===== src/rtl/acc_unit.sv =====
`default_nettype none
// ============================================================================
// Module   : acc_unit
// Purpose  : Registered accumulator with a source mux, Z/N/C flags and a LIFO
//            that saves and restores the accumulator.
// Revision : 1.0 - initial release
// ============================================================================
module acc_unit #(
    parameter int WIDTH       = 8,
    parameter int NSRC        = 4,
    parameter int STACK_DEPTH = 4
) (
    input  logic                      clk,
    input  logic                      rst_n,
    input  logic [NSRC*WIDTH-1:0]     src_data,
    input  logic [$clog2(NSRC)-1:0]   src_sel,
    input  logic [2:0]                op,
    input  logic                      op_valid,
    output logic [WIDTH-1:0]          acc_out,
    output logic                      zero,
    output logic                      neg,
    output logic                      carry,
    output logic                      stk_full,
    output logic                      stk_empty,
    output logic                      stk_err
);

    localparam int SEL_W = $clog2(NSRC);
    localparam int SP_W  = $clog2(STACK_DEPTH + 1);
    localparam int IDX_W = (STACK_DEPTH > 1) ? $clog2(STACK_DEPTH) : 1;

    localparam logic [2:0] OP_NOP    = 3'b000;
    localparam logic [2:0] OP_LOAD   = 3'b001;
    localparam logic [2:0] OP_ADD    = 3'b010;
    localparam logic [2:0] OP_SUB    = 3'b011;
    localparam logic [2:0] OP_PUSH   = 3'b100;
    localparam logic [2:0] OP_POP    = 3'b101;
    localparam logic [2:0] OP_CLR    = 3'b110;
    localparam logic [2:0] OP_LDPUSH = 3'b111;

    logic [WIDTH-1:0] acc_q, acc_d;
    logic             carry_q, carry_d;
    logic             err_q, err_d;
    logic [SP_W-1:0]  sp_q, sp_d;
    logic [WIDTH-1:0] stack_q [STACK_DEPTH];
    logic [WIDTH-1:0] stack_d [STACK_DEPTH];

    logic [WIDTH-1:0] src;
    logic [WIDTH:0]   sum;
    logic [WIDTH:0]   diff;
    logic [IDX_W-1:0] push_idx;
    logic [IDX_W-1:0] pop_idx;
    logic             full;
    logic             empty;

    // Out-of-range selects fall through the loop and leave src at zero.
    always_comb begin
        src = '0;
        for (int i = 0; i < NSRC; i++) begin
            if (src_sel == SEL_W'(i)) begin
                src = src_data[i*WIDTH +: WIDTH];
            end
        end
    end

    assign sum      = {1'b0, acc_q} + {1'b0, src};
    assign diff     = {1'b0, acc_q} - {1'b0, src};
    assign push_idx = IDX_W'(sp_q);
    assign pop_idx  = IDX_W'(sp_q - SP_W'(1));
    assign full     = (sp_q == SP_W'(STACK_DEPTH));
    assign empty    = (sp_q == '0);

    always_comb begin
        acc_d   = acc_q;
        carry_d = carry_q;
        err_d   = err_q;
        sp_d    = sp_q;
        stack_d = stack_q;
        if (op_valid) begin
            case (op)
                OP_NOP: ;
                OP_LOAD: acc_d = src;
                OP_ADD:  {carry_d, acc_d} = sum;
                // diff[WIDTH] is the unsigned borrow (acc < src).
                OP_SUB:  {carry_d, acc_d} = diff;
                OP_PUSH, OP_LDPUSH: begin
                    if (full) begin
                        err_d = 1'b1;
                    end else begin
                        stack_d[push_idx] = acc_q;
                        sp_d              = sp_q + SP_W'(1);
                    end
                    if (op == OP_LDPUSH) begin
                        acc_d = src;
                    end
                end
                OP_POP: begin
                    if (empty) begin
                        err_d = 1'b1;
                    end else begin
                        acc_d = stack_q[pop_idx];
                        sp_d  = sp_q - SP_W'(1);
                    end
                end
                OP_CLR: begin
                    acc_d   = '0;
                    carry_d = 1'b0;
                    err_d   = 1'b0;
                end
                default: ;
            endcase
        end
    end

    always_ff @(posedge clk or negedge rst_n) begin
        if (!rst_n) begin
            acc_q   <= '0;
            carry_q <= 1'b0;
            err_q   <= 1'b0;
            sp_q    <= '0;
        end else begin
            acc_q   <= acc_d;
            carry_q <= carry_d;
            err_q   <= err_d;
            sp_q    <= sp_d;
        end
    end

    // Stack storage carries no reset; entries are only read below sp.
    always_ff @(posedge clk) begin
        stack_q <= stack_d;
    end

    assign acc_out   = acc_q;
    assign zero      = (acc_q == '0);
    assign neg       = acc_q[WIDTH-1];
    assign carry     = carry_q;
    assign stk_full  = full;
    assign stk_empty = empty;
    assign stk_err   = err_q;

endmodule
`default_nettype wire


===== config.mk =====
export PLATFORM = sky130hd
export DESIGN_NAME = acc_unit
export DESIGN_NICKNAME = d
export VERILOG_FILES = /design/src/rtl/acc_unit.sv
export SDC_FILE = /design/constraint.sdc
export NUM_CORES = 1
export LEC_CHECK = 0
export ABC_AREA = 1
export CAP_MARGIN = 10
export CORE_ASPECT_RATIO = 2
export CORE_UTILIZATION = 28
export DETAILED_ROUTE_END_ITERATION = 6
export PLACE_DENSITY = 0.57
export REMOVE_ABC_BUFFERS = 1
export SLEW_MARGIN = 0
export SYNTH_ARGS = -nofsm -noshare
export SYNTH_HDL_FRONTEND = slang
export SYNTH_SLANG_ARGS = --single-unit

===== constraint.sdc =====
create_clock -name clk -period 2.4 [get_ports clk]
set_input_delay 0.48 -clock clk [delete_from_list [all_inputs] [get_ports clk]]
set_output_delay 0.48 -clock clk [all_outputs]
set_load 0.05 [all_outputs]

==> out/qor.csv <==
stage;metric;value;unit
run_status;status;completed;
power_and_ir_drop;Internal Power;2.30;mW
cts;total CTS buffers;5;
setup_path;slowest stage cell, crit path;or4_4;
synthesis;Post-synth ARST share;28.9;%
timing;Final Hold Fails;0;
cells_and_area;Final Util;41.4;%
synthesis;Post-synth top flop;edfxtp_1;
cts;H-tree Lvls;2;
timing;min Tclk post-route;2.37;ns
place;detailed placement HPWL;8290;microns
power_and_ir_drop;Pleak;2.16;nW
global_routing;GRT Total Usage;17.9;%
power_and_ir_drop;clock network power share;16.6;%
global_routing;number of antenna violations at the first check in global routing;0;
cts;maximum root-to-sink buffer count;2;
cells_and_area;nets;597;
place;Final GP Congestion;0.936;
setup_path;Worst path max stage delay;0.59;ns
cts;CTS root buffer;clkbuf_16;
cells_and_area;diode count;0;
cts;number of hold buffers added after CTS;0;
power_and_ir_drop;Switching Share;44.0;%
global_routing;gr busiest metal;met2;
synthesis;Area contributors post-synth;edfxtp_1, nand2_1, dfrtp_1, ha_1, inv_1;
place;Place WS;-0.718;ns
setup_path;Worst EP arrival;1.89;ns
global_routing;M2 GR Usage;37.9;%
cts;clk slew on worst S/H paths;0.06;ns
floorplanning;Std-Cell Rows;55;
global_routing;M3 GR Usage;1.37;%
synthesis;post-synth cell types;35;
timing;setup TNS;0;ns
timing;slew of the pin with the lowest slew margin;0.756;ns
drt;routed vias;3209;
run;Max Cap Viol;0;
cells_and_area;fin area;0.00465;sq mm
timing;Hold Slack;0.498;ns
floorplanning;io pins;54;
cells_and_area;layout cells sized above 1;23.8;%
timing;final setup vio count;0;
drt;# DRC;0;
hold_path;Hold Crit Start;stk_err;
timing;clock skew;0.00587;ns
synthesis;synthesized flop and latch total;45;
hold_path;Tightest Hold Check Type;reg2reg;
global_routing;Congestion Overflow GR;0;
setup_path;critical path class;reg2out;
drt;Wirelength per Cell;15.0;microns
synthesis;synth cell count leaders;nand2_1, inv_1, nor2_1;
floorplanning;core box area;0.0112;sq mm
floorplanning;Die H;153;microns
floorplanning;Die Span X;77.7;microns
hold_path;hold depth;2;
cts;CTS sink cnt;45;
drt;drt pass-1 iters;6;
drt;via density per instance;4.75;
synthesis;Ys Warns;0;
synthesis;area leader, netlist;edfxtp_1;
global_routing;first-pass GRT wire length;16100;microns
cells_and_area;P&R area growth vs syn;44.8;%
setup_path;crit path from;acc_out[4];
cts;CTS tree;yes;
setup_path;Setup crit end kind;output pin;
floorplanning;initial core utilization;28.6;%
setup_path;Worst R2R Path Depth;9;
timing;period utilization;98.6;%
setup_path;worst path required time;1.92;ns
power_and_ir_drop;areal power density over the cells;885;mW/mm^2
power_and_ir_drop;combinational power share;56.8;%
cts;Clk Latency, worst-skew pair;0.29;ns
synthesis;mapped cell area;0.00321;sq mm
floorplanning;die area;0.0119;sq mm
global_routing;largest net degree at the start of global routing;21;
synthesis;most frequent cell after synthesis;nand2_1;
power_and_ir_drop;Flop pwr share;26.6;%
setup_path;CP max FO;5;
drt;Routed WL;10100;microns
drt;post-route ant nets;0;
power_and_ir_drop;VDD IR-drop max;0.348;mV
setup_path;reg2reg start;acc_out[1];
timing;fmax;423;MHz
timing;Final WS setup;0.0339;ns
setup_path;Cell Chain, Critical Path;or4_4, nor4_4, buf_4, buf_12;
setup_path;Startpoint Class;register;
synthesis;syn_area_per_cell;7.57;sq um
timing;slew margin rel.;49.4;%
timing;final slew viol count;0;
place;Post-Place Cell Area;0.00431;sq mm
synthesis;register area share after synthesis;40.1;%
place;port bufs;53;
power_and_ir_drop;P_sw;1.81;mW
global_routing;met1 Track Usage GR;14.3;%
synthesis;post-synth top area share;29.9;%
synthesis;Post-synth EDFFs;32;
synthesis;Syn Inst Count;424;
drt;1st-iter DRT viols;138;
global_routing;number of global-route vias before repair;3421;
==> through the flow <==
step                std cells  power (mW)
finish                    675        4.12
global route              675        4.40
CTS                       674        4.04
detailed placement        665        3.28
global placement          665        3.25
floorplan                 416        2.34
==> registers in the layout, summed over array words and instances (netlist names) <==
name     flops
sp_q         3
stack_q     32
acc_out      8
carry        1
stk_err      1
==> cells by family after synthesis <==
| logic type | count (synthesis) | synth area share [%] |
|---|---|---|
| compound gates | 60 | 10.4 |
| simple gates | 221 | 29.6 |
| buf+inv | 69 | 8.62 |
| xor+xnor | 4 | 1.09 |
| fa+ha+maj | 25 | 10.2 |
| flops | 45 | 40.1 |
==> final timing paths <==
kind	slack, ns	endpoint
worst min register to register	0.50	stk_err
worst max register to register	0.42	carry
min in group asynchronous	0.63	sp_q[2]
worst max-delay path	0.03	zero
worst min-delay path	0.50	stk_err
max in group asynchronous	1.24	acc_out[4]
==> cells in the final DEF, fill, tap and decap left out, types with 11 or more instances in the layout <==
cell | Yosys | routed
o21ai_0 | 27 | 23
inv_1 | 53 | 49
inv_2 | 8 | 11
dfrtp_1 | 13 | 11
o21ai_1 | 9 | 11
buf_4 | 1 | 56
clkdlybuf4s50_1 | 0 | 43
ha_1 | 23 | 19
nor2_1 | 40 | 37
nand2_1 | 118 | 106
nand2_2 | 1 | 12
nand3_1 | 38 | 37
edfxtp_1 | 32 | 32
==> worst max-delay path: cells and delay by family (launching register included) <==
family | cells | cell delay [ns]
flip-flops | 1 | 0.47
AND/OR/NAND/NOR | 2 | 0.84
buffers and inverters | 2 | 0.28
==> cell type report <==
cell class / instances / area [sq um]
Clock buffer: 5 / 125
Clock inverter: 3 / 16.3
Fill cell: 1155 / 6570
Inverter: 61 / 233
Multi-Input combinational cell: 310 / 1820
Sequential cell: 45 / 1290
Tap cell: 142 / 178
Timing Repair Buffer: 109 / 986
==> per-layer routing <==
metal | up-vias | routed length (microns)
li1 | 1595 | -
met1 | 1525 | 3280
met2 | 59 | 6120
met3 | 30 | 123
met4 | 0 | 618
met5 | - | 0
==> power by group through the flow <==
| stage | logic [mW] | registers, mW | clock network [mW] |
|---|---|---|---|
| finish | 2.34 | 1.09 | 0.684 |
| detailed placement | 2.18 | 1.10 | 0 |
| global placement | 2.15 | 1.09 | 0 |
| global route | 2.57 | 1.11 | 0.720 |
| floorplan | 1.05 | 1.29 | 0 |
| CTS | 2.25 | 1.09 | 0.695 |
==> repair_timing <==
| action | CTS | global route |
|---|---|---|
| resized for setup | 19 | 45 |
| pin swaps | 4 | 20 |
| endpoints found under the setup margin | 9 | 9 |
| buffers inserted | 1 | 1 |
No activity file was read; power rests on OpenSTA's default activity.
